<file path="src/rtl/fetch_pkg.sv">
// Shared definitions for the fetch queue.
//   FQ_WIDTH / FQ_INDEX : MSB indices of the 32-bit data fields and the gshare index
//   FQ_DEPTH / FQ_PTR   : queue depth (power of 2, >= 2) and pointer MSB index
//   fetchPacket_t       : one buffered fetch packet
package fetch_pkg;

  localparam int FQ_WIDTH = 31;
  localparam int FQ_INDEX = 7;
  localparam int FQ_DEPTH = 4;
  localparam int FQ_PTR   = 1;

  typedef struct packed {
    logic [FQ_WIDTH:0] instr;
    logic [FQ_WIDTH:0] pc;
    logic [FQ_WIDTH:0] predictedPC;
    logic [FQ_INDEX:0] ghrIndex;
    logic [1:0]        phtState;
    logic              redirect;
  } fetchPacket_t;

endpackage

</file>
<file path="src/rtl/fetch_queue_ctrl.sv">
// Pointer / occupancy control for the fetch queue.
// Inputs : clk, globalResetN (async, active-low), fetchValid, decReady,
//          mispredictFlush, earlyMisdirect
// Outputs: wr_en (entry[wr_ptr] is written at the next edge), wr_ptr, rd_ptr,
//          full, empty -- all derived from registered state except wr_en.
module fetch_queue_ctrl
  import fetch_pkg::*;
#(
  parameter int DEPTH = FQ_DEPTH,
  parameter int PTR   = FQ_PTR
) (
  input  logic         clk,
  input  logic         globalResetN,
  input  logic         fetchValid,
  input  logic         decReady,
  input  logic         mispredictFlush,
  input  logic         earlyMisdirect,
  output logic         wr_en,
  output logic [PTR:0] wr_ptr,
  output logic [PTR:0] rd_ptr,
  output logic         full,
  output logic         empty
);

  localparam logic [PTR+1:0] FULL_COUNT = (PTR+2)'(DEPTH);

  logic [PTR:0]   wr_ptr_q, wr_ptr_d;
  logic [PTR:0]   rd_ptr_q, rd_ptr_d;
  logic [PTR+1:0] count_q,  count_d;
  logic           flush, enq, deq;

  always_comb begin
    full     = (count_q == FULL_COUNT);
    empty    = (count_q == '0);
    flush    = mispredictFlush | earlyMisdirect;
    // Flush dominates: neither the incoming packet nor the head moves.
    enq      = fetchValid & ~full & ~flush;
    deq      = ~empty & decReady & ~flush;
    wr_ptr_d = wr_ptr_q;
    rd_ptr_d = rd_ptr_q;
    count_d  = count_q;
    if (flush) begin
      wr_ptr_d = '0;
      rd_ptr_d = '0;
      count_d  = '0;
    end else begin
      // Pointers are exactly log2(DEPTH) bits wide, so they wrap for free.
      if (enq) wr_ptr_d = wr_ptr_q + 1'b1;
      if (deq) rd_ptr_d = rd_ptr_q + 1'b1;
      case ({enq, deq})
        2'b10:   count_d = count_q + 1'b1;
        2'b01:   count_d = count_q - 1'b1;
        default: count_d = count_q;
      endcase
    end
  end

  always_ff @(posedge clk or negedge globalResetN) begin
    if (!globalResetN) begin
      wr_ptr_q <= '0;
      rd_ptr_q <= '0;
      count_q  <= '0;
    end else begin
      wr_ptr_q <= wr_ptr_d;
      rd_ptr_q <= rd_ptr_d;
      count_q  <= count_d;
    end
  end

  assign wr_en  = enq;
  assign wr_ptr = wr_ptr_q;
  assign rd_ptr = rd_ptr_q;

endmodule

</file>
<file path="src/rtl/fetch_queue.sv">
// Fetch queue: decoupling FIFO between instruction fetch and decode/rename.
// Inputs : clk, globalResetN (async, active-low), fetchValid + packet fields
//          (instr, instrPC, predictedPCF, GHRIndex, PHTState, redirect),
//          mispredictFlush / earlyMisdirect (discard everything), decReady.
// Outputs: freeze (= full, stalls the fetch register), decValid and the head
//          packet fields dec*, which read as zero whenever the queue is empty.
module fetch_queue
  import fetch_pkg::*;
#(
  parameter int WIDTH = FQ_WIDTH,
  parameter int INDEX = FQ_INDEX,
  parameter int DEPTH = FQ_DEPTH,
  parameter int PTR   = FQ_PTR
) (
  input  logic             clk,
  input  logic             globalResetN,
  input  logic             fetchValid,
  input  logic [WIDTH:0]   instr,
  input  logic [WIDTH:0]   instrPC,
  input  logic [WIDTH:0]   predictedPCF,
  input  logic [INDEX:0]   GHRIndex,
  input  logic [1:0]       PHTState,
  input  logic             redirect,
  input  logic             mispredictFlush,
  input  logic             earlyMisdirect,
  input  logic             decReady,
  output logic             freeze,
  output logic             decValid,
  output logic [WIDTH:0]   decInstr,
  output logic [WIDTH:0]   decPC,
  output logic [WIDTH:0]   decPredictedPC,
  output logic [INDEX:0]   decGHRIndex,
  output logic [1:0]       decPHTState,
  output logic             decRedirect
);

  logic         wr_en;
  logic [PTR:0] wr_ptr, rd_ptr;
  logic         full, empty;
  fetchPacket_t pkt_in, head;

  // Storage is intentionally not reset; validity is tracked by the count.
  fetchPacket_t mem_q [DEPTH];

  fetch_queue_ctrl #(
    .DEPTH (DEPTH),
    .PTR   (PTR)
  ) u_ctrl (
    .clk             (clk),
    .globalResetN    (globalResetN),
    .fetchValid      (fetchValid),
    .decReady        (decReady),
    .mispredictFlush (mispredictFlush),
    .earlyMisdirect  (earlyMisdirect),
    .wr_en           (wr_en),
    .wr_ptr          (wr_ptr),
    .rd_ptr          (rd_ptr),
    .full            (full),
    .empty           (empty)
  );

  always_comb begin
    pkt_in.instr       = instr;
    pkt_in.pc          = instrPC;
    pkt_in.predictedPC = predictedPCF;
    pkt_in.ghrIndex    = GHRIndex;
    pkt_in.phtState    = PHTState;
    pkt_in.redirect    = redirect;
  end

  always_ff @(posedge clk) begin
    if (wr_en) mem_q[wr_ptr] <= pkt_in;
  end

  // Head is read straight from the register file so a packet written at an
  // edge is presented right after it; empty forces the outputs to zero.
  always_comb begin
    head = empty ? '0 : mem_q[rd_ptr];
  end

  assign freeze         = full;
  assign decValid       = ~empty;
  assign decInstr       = head.instr;
  assign decPC          = head.pc;
  assign decPredictedPC = head.predictedPC;
  assign decGHRIndex    = head.ghrIndex;
  assign decPHTState    = head.phtState;
  assign decRedirect    = head.redirect;

endmodule

</file>
<file path="config.mk">
export PLATFORM = sky130hd
export DESIGN_NAME = fetch_queue
export DESIGN_NICKNAME = d
export VERILOG_FILES = /design/src/rtl/fetch_pkg.sv /design/src/rtl/fetch_queue_ctrl.sv /design/src/rtl/fetch_queue.sv
export SDC_FILE = /design/constraint.sdc
export NUM_CORES = 1
export LEC_CHECK = 0
export ABC_CLOCK_PERIOD_IN_PS = 16800
export CAP_MARGIN = 25
export CORE_MARGIN = 4
export CORE_UTILIZATION = 35
export CTS_BUF_LIST = sky130_fd_sc_hd__clkbuf_16
export CTS_CLUSTER_DIAMETER = 120
export DETAILED_ROUTE_END_ITERATION = 6
export SYNTH_ARGS = -nofsm -noshare
export SYNTH_HDL_FRONTEND = slang
export SYNTH_HIERARCHICAL = 1
export SYNTH_SLANG_ARGS = --single-unit
</file>
<file path="constraint.sdc">
create_clock -name clk -period 16.8 [get_ports clk]
set_input_delay 3.36 -clock clk [delete_from_list [all_inputs] [get_ports clk]]
set_output_delay 3.36 -clock clk [all_outputs]
set_load 0.02 [all_outputs]
</file>
==> impl_metrics.toml, run 1 <==
[status]
status = "completed"

[critical_path]
cp_slowest_stage_delay_ps = 830
path_class = "flop to primary output"
crit_family = "buffers and inverters"
critPathMaxFanout = 65
start_kind = "flop"
cp.required_ps = 13440
path_cells = "nor3_1 -> or2_4 -> buf_4 -> o22ai_1 -> clkdlybuf4s50_1"
critPathSlowestCell = "buf_4"
end_kind = "primary output"
arrival_ps = 3910
cp.buffers_inverters = 2

[detailed_routing]
firstDrtPassIters = 4
wl_mm = 34.3
avgRoutedWirePerCell_um = 19.9
vias = 8388
drcViolationCount = 0
final_antenna_net_count = 0
via_per_inst = 4.87
drt_iter0_markers = 340

[global_route]
overflow = 0
grt_max_degree = 121
grt_pass1_wl_mm = 52.5
antenna_found_initial = 1
grt_pass1_vias = 8833
grt_util_all_layers_pct = 13.4

[place]
dp_hpwl_mm = 18.8
gp_congestion = 0.713
port_buffers = 221

[floorplanning]
design.die.area_sq_mm = 0.0508
coreArea_sq_mm = 0.0467
row_count = 79
io_pins = 222
die_y_um = 225
start_util_pct = 35.4
die_x_um = 225

[sta]
fin_setup_tns_ps = 0
worstMarginPinSlew_ps = 1070
relSlewSlack_pct = 28.7
setup_violations = 0
finalClockSkew_ps = 13.0
min_period_ps = 7270
rsz0062_at_grt = "no"
finalHoldViolCount = 0
fmax_mhz = 137
post-route-period-util_pct = 43.3
slew_violations = 0

[cts]
clock-sinks = 435
cts_hold_buf = 0
numCtsBuffers = 45
cts_tree = "done"
cts_root_buffer = "clkbuf_16"
post_cts_resize_count = 0
ctsHtreeMaxLevel = 2
clkLatencyLatePin_ps = 570
cts_buffer_depth = 3
cts.reportedPaths.clkPinSlew_ps = 60
cts_setup_buffers = 0

[run]
maxCapViolations = 0

[logic_synthesis]
ys_warn_count = 6
dominantRegCellSynth = "edfxtp_1"
syn_inst = 851
synth_cell_types = 33
synth_top_area_share_pct = 77.8
yosys.area.top_type = "edfxtp_1"
synth_edf_count = 428
yosysSeqAreaShare_pct = 78.8
synthTopCellsByArea = "edfxtp_1 78%, mux2i_1 13%, o22ai_1 4.0%"
ys_seq_elements = 435
async_flop_share_pct = 1.61
syn-num-nets = 965
syn-mean-instance-area_sq_um = 19.4
synth.cell_area_sq_mm = 0.0165

[power_and_ir_drop]
ir_drop_mv = 0.0649
leakagePower_nw = 6.22
p_per_area_mw_per_mm2 = 110

[min_path]
hp-class = "flop to flop"

[final_layout]
drive_gt1_share_pct = 7.54
num_antenna_cells = 0
fill_cells = 4086
syn2layout_area_growth_pct = 24.8
fin_util_pct = 44.2
final_nets = 1195
## cell usage in the layout, fill, tap and decap left out, types with 2 or more instances in the layout
master / Yosys / routed
bufinv_16: 0 / 2
clkinv_1: 0 / 9
edfxtp_1: 428 / 428
nand2_1: 3 / 3
clkdlybuf4s50_1: 0 / 221
dfrtp_1: 7 / 6
nand2b_1: 4 / 3
buf_4: 10 / 11
xor2_1: 4 / 4
clkinvlp_4: 0 / 3
o22ai_1: 107 / 107
inv_1: 2 / 12
nor2_1: 11 / 10
clkbuf_16: 0 / 47
mux2i_1: 216 / 216
clkinv_2: 0 / 8
nor3_1: 2 / 2
## final timing paths
check,cells after the start,startpoint,end,slack (ps)
max in group asynchronous,1,globalResetN,u_ctrl/rd_ptr[0],13430
hold reg to reg,2,u_ctrl/rd_ptr[1],u_ctrl/rd_ptr[1],640
hold / removal,2,u_ctrl/rd_ptr[1],u_ctrl/rd_ptr[1],640
setup / recovery,5,u_ctrl/count_q[0],decPC[17],9530
setup reg to reg,6,u_ctrl/count_q[2],mem_q[0][16],13170
min in group asynchronous,1,globalResetN,u_ctrl/rd_ptr[0],3080
## Yosys cell counts (2+ instances only)
cell / instances
edfxtp_1: 428
mux2i_1: 216
o22ai_1: 107
buf_2: 13
buf_6: 13
nor2_1: 11
buf_4: 10
clkbuf_1: 8
dfrtp_1: 7
dlymetal6s2s_1: 5
nand2b_1: 4
xor2_1: 4
nand2_1: 3
inv_1: 2
nor3_1: 2
## report_power, final
group	total [mW]	internal, mW	switching, mW
combinational	0.133	0.0629	0.0698
sequential	1.21	1.20	0.00424
clock	0.922	0.534	0.388
total	2.26	1.80	0.462
## layout make-up
cell class | count | area [sq um] | area share (%)
clock inverters | 33 | 203 | 0.983
flip-flops and latches | 435 | 13000 | 63.2
well taps | 607 | 759 | 3.68
multi-input cells | 364 | 3130 | 15.2
repair buffers | 233 | 2310 | 11.2
inverters | 2 | 7.51 | 0.0364
clock buffers | 47 | 1180 | 5.70
## flip-flops by register name (all words and copies together) (netlist names)
name,cells
u_ctrl/wr_ptr,2
u_ctrl/count_q,3
u_ctrl/rd_ptr,2
mem_q,428
## metrics by stage
| step | worst slack [ps] | area, sq um | std cells | power (mW) | hold WS, ps |
|---|---|---|---|---|---|
| 6_report | 9530 | 20600 | 1721 | 2.26 | 644 |
| 5_1_grt | 9250 | 20600 | 1721 | 2.35 | 710 |
| 4_1_cts | 9370 | 20600 | 1721 | 2.30 | 648 |
| 3_5_place_dp | 9740 | 19200 | 1641 | 1.37 | 634 |
| 3_3_place_gp | 9740 | 19200 | 1641 | 1.36 | 628 |
| 2_1_floorplan | 4280 | 16500 | 851 | 1.29 | 519 |
## tightest hold or removal path, cell delays in order (launching register included)
cell	delay [ps]
dfrtp_1	440
xor2_1	100
nor2_1	70
## layer usage
| metal | vias to the layer above | share of wire [%] | track usage, % |
|---|---|---|---|
| met5 | - | 0.035 | 0 |
| met4 | 2 | 2.0 | 3.54 |
| met3 | 54 | 5.7 | 3.78 |
| met2 | 200 | 48 | 21.6 |
| met1 | 4215 | 44 | 17.9 |
| li1 | 3917 | - | - |
## cell families after synthesis
| logic type | count (synthesis) | share of synthesized area [%] |
|---|---|---|
| and+or+nand+nor | 29 | 0.908 |
| buffers and inverters | 52 | 2.43 |
| AOI/OAI and AO/OA | 113 | 4.38 |
| adders and majority gates | 1 | 0.121 |
| xor gates and xnor gates | 5 | 0.265 |
| DFF | 435 | 78.8 |
| muxes | 216 | 13.1 |
Power figures use the tool's default switching activity.
==> run 2: changes to the inputs <==
ABC_CLOCK_PERIOD_IN_PS = 6200   (was 16800)
clock period = 6.2 ns   (was 16.8 ns; I/O delays follow)
==> run 2 against run 1 <==
Register-to-register slack lost 9700 ps. Global-route usage shrank 0.31 points. Total power grew to 2.8 times the previous value. Cell area grew 1.1%. Via count grew 0.24%. Clock skew shrank 3.6 ps.
==> impl_metrics.toml, run 2 (synthesis gave the netlist of run 1 again) <==
[cts]
post_cts_resize_count = 0
clock-sinks = 435
cts_setup_buffers = 0
ctsHtreeMaxLevel = 2
cts_root_buffer = "clkbuf_16"
cts.reportedPaths.clkPinSlew_ps = 50
clkLatencyLatePin_ps = 550
numCtsBuffers = 46
cts_hold_buf = 0
cts_tree = "done"
cts_buffer_depth = 3

[critical_path]
start_kind = "flop"
cp.required_ps = 4960
r2r_start = "u_ctrl/count_q[2]"
reg2reg_to = "mem_q[2][87]"
arrival_ps = 3440
critPathSlowestCell = "or2_4"
critPathMaxFanout = 53
path_class = "flop to primary output"
end_kind = "primary output"
path_cells = "nor3_1 -> or2_4 -> buf_4 -> o22ai_1 -> clkdlybuf4s50_1"
r2r_cells = 5
cp_slowest_stage_delay_ps = 720
r2r_slack_ps = 3440

[detailed_routing]
drcViolationCount = 0
drt_iter0_markers = 407
via_per_inst = 4.86
firstDrtPassIters = 5
wl_met1_mm = 15.4
vias = 8408
final_antenna_net_count = 0
dr.max_layer_used = "met5"
avgRoutedWirePerCell_um = 19.8
wl_mm = 34.3
met3_length_mm = 2.32
wl_met2_mm = 15.9

[global_route]
overflow = 0
grt_pass1_vias = 8394
grt_pass1_wl_mm = 50.9
grt_util_all_layers_pct = 13.1
grt_max_degree = 73
antenna_found_initial = 5

[floorplanning]
design.die.area_sq_mm = 0.0508
row_count = 79
start_util_pct = 35.4
die_x_um = 225
io_pins = 222
die_y_um = 225
coreArea_sq_mm = 0.0467

[min_path]
hold_end = "u_ctrl/rd_ptr[1]"
hp-class = "flop to flop"
min_path_cells = 2
min_from = "u_ctrl/rd_ptr[1]"

[final_layout]
most-common-layout-cells = "428 x edfxtp_1, 221 x clkdlybuf4s50_1, 216 x mux2i_1, 107 x o22ai_1, 49 x clkbuf_16"
fill_cells = 4063
largestRegisters = "mem_q: 428 flops, u_ctrl/count_q: 3 flops"
final_cell_area_sq_mm = 0.0209
layout_commonest_cell = "edfxtp_1"
final_nets = 1200
largest_reg_flops = 428
regMostFlops = "mem_q"
syn2layout_area_growth_pct = 26.2
drive_gt1_share_pct = 8.38

[place]
place_area_sq_mm = 0.0193
pre_cts_slack_ps = 1900
dp_hpwl_mm = 19.8
port_buffers = 221
gp_congestion = 0.717

[sta]
finalClockSkew_ps = 9.42
slew_violations = 0
worstMarginPinSlew_ps = 1010
finalHoldViolCount = 0
worst_hold_slack_ps = 622
relSlewSlack_pct = 32.9
setup_slack_ps = 1520
fmax_mhz = 214
min_period_ps = 4680
rsz0062_at_grt = "no"
post-route-period-util_pct = 75.4
fin_setup_tns_ps = 0
setup_violations = 0

[power_and_ir_drop]
leakagePower_nw = 6.33
p_per_area_mw_per_mm2 = 304
ir_drop_mv = 0.204

[status]
status = "completed"

[run]
maxCapViolations = 0
run 2: changes by cell type in the layout (fill, tap and decap cells not counted), moves of 2 or more:
cell,delta
clkbuf_16,+2
bufinv_16,+3
clkinv_4,+2
clkinvlp_4,-2
buf_12,+3
run 2: worst max path at each step:
| stage | startpoint | endpoint | slack, ps | cells past startpoint |
|---|---|---|---|---|
| finish | u_ctrl/count_q[0] | decPredictedPC[25] | 1520 | 5 |
| floorplan | earlyMisdirect | mem_q[1][0] | 1030 | 5 |
| CTS | u_ctrl/count_q[0] | decPredictedPC[31] | 1270 | 5 |
| global route | u_ctrl/count_q[0] | decPredictedPC[24] | 1240 | 5 |
| detailed placement | u_ctrl/count_q[0] | decPredictedPC[31] | 1900 | 5 |
| global placement | u_ctrl/count_q[0] | decInstr[24] | 2020 | 5 |
run 2: critical path, delay by kind of cell (launching register included):
kind / cells / cell delay [ps]
flops: 1 / 450
simple gates: 2 / 1150
buf+inv: 2 / 1060
compound gates: 1 / 180
run 2: metrics by stage:
step	instances	total power, mW	util [%]
global route	1729	6.59	44.7
global placement	1644	3.70	41.4
detailed placement	1644	3.70	41.4
finish	1730	6.35	44.7
CTS	1728	6.45	44.6
floorplan	851	3.50	-
run 2: metal layers:
metal  track usage (%)  up-vias
met1              17.6     4194
met4              3.87        8
met2              20.4      224
li1                  -     3929
met3              4.13       53
met5                 0        -
run 2: cell type report:
cell class	count	area, sq um	share of cell area, %
sequential	435	13000	62.5
multi-input combinational	364	3140	15.0
timing repair buffer	237	2400	11.5
clock buffer	49	1230	5.88
tap	607	759	3.64
clock inverter	35	293	1.40
inverter	2	7.51	0.0360
antenna	1	2.50	0.0120
run 2: power breakdown:
group	internal (mW)	total (mW)	switching [mW]
Clock	1.63	2.71	1.08
Combinational	0.172	0.360	0.188
Sequential	3.26	3.28	0.0116
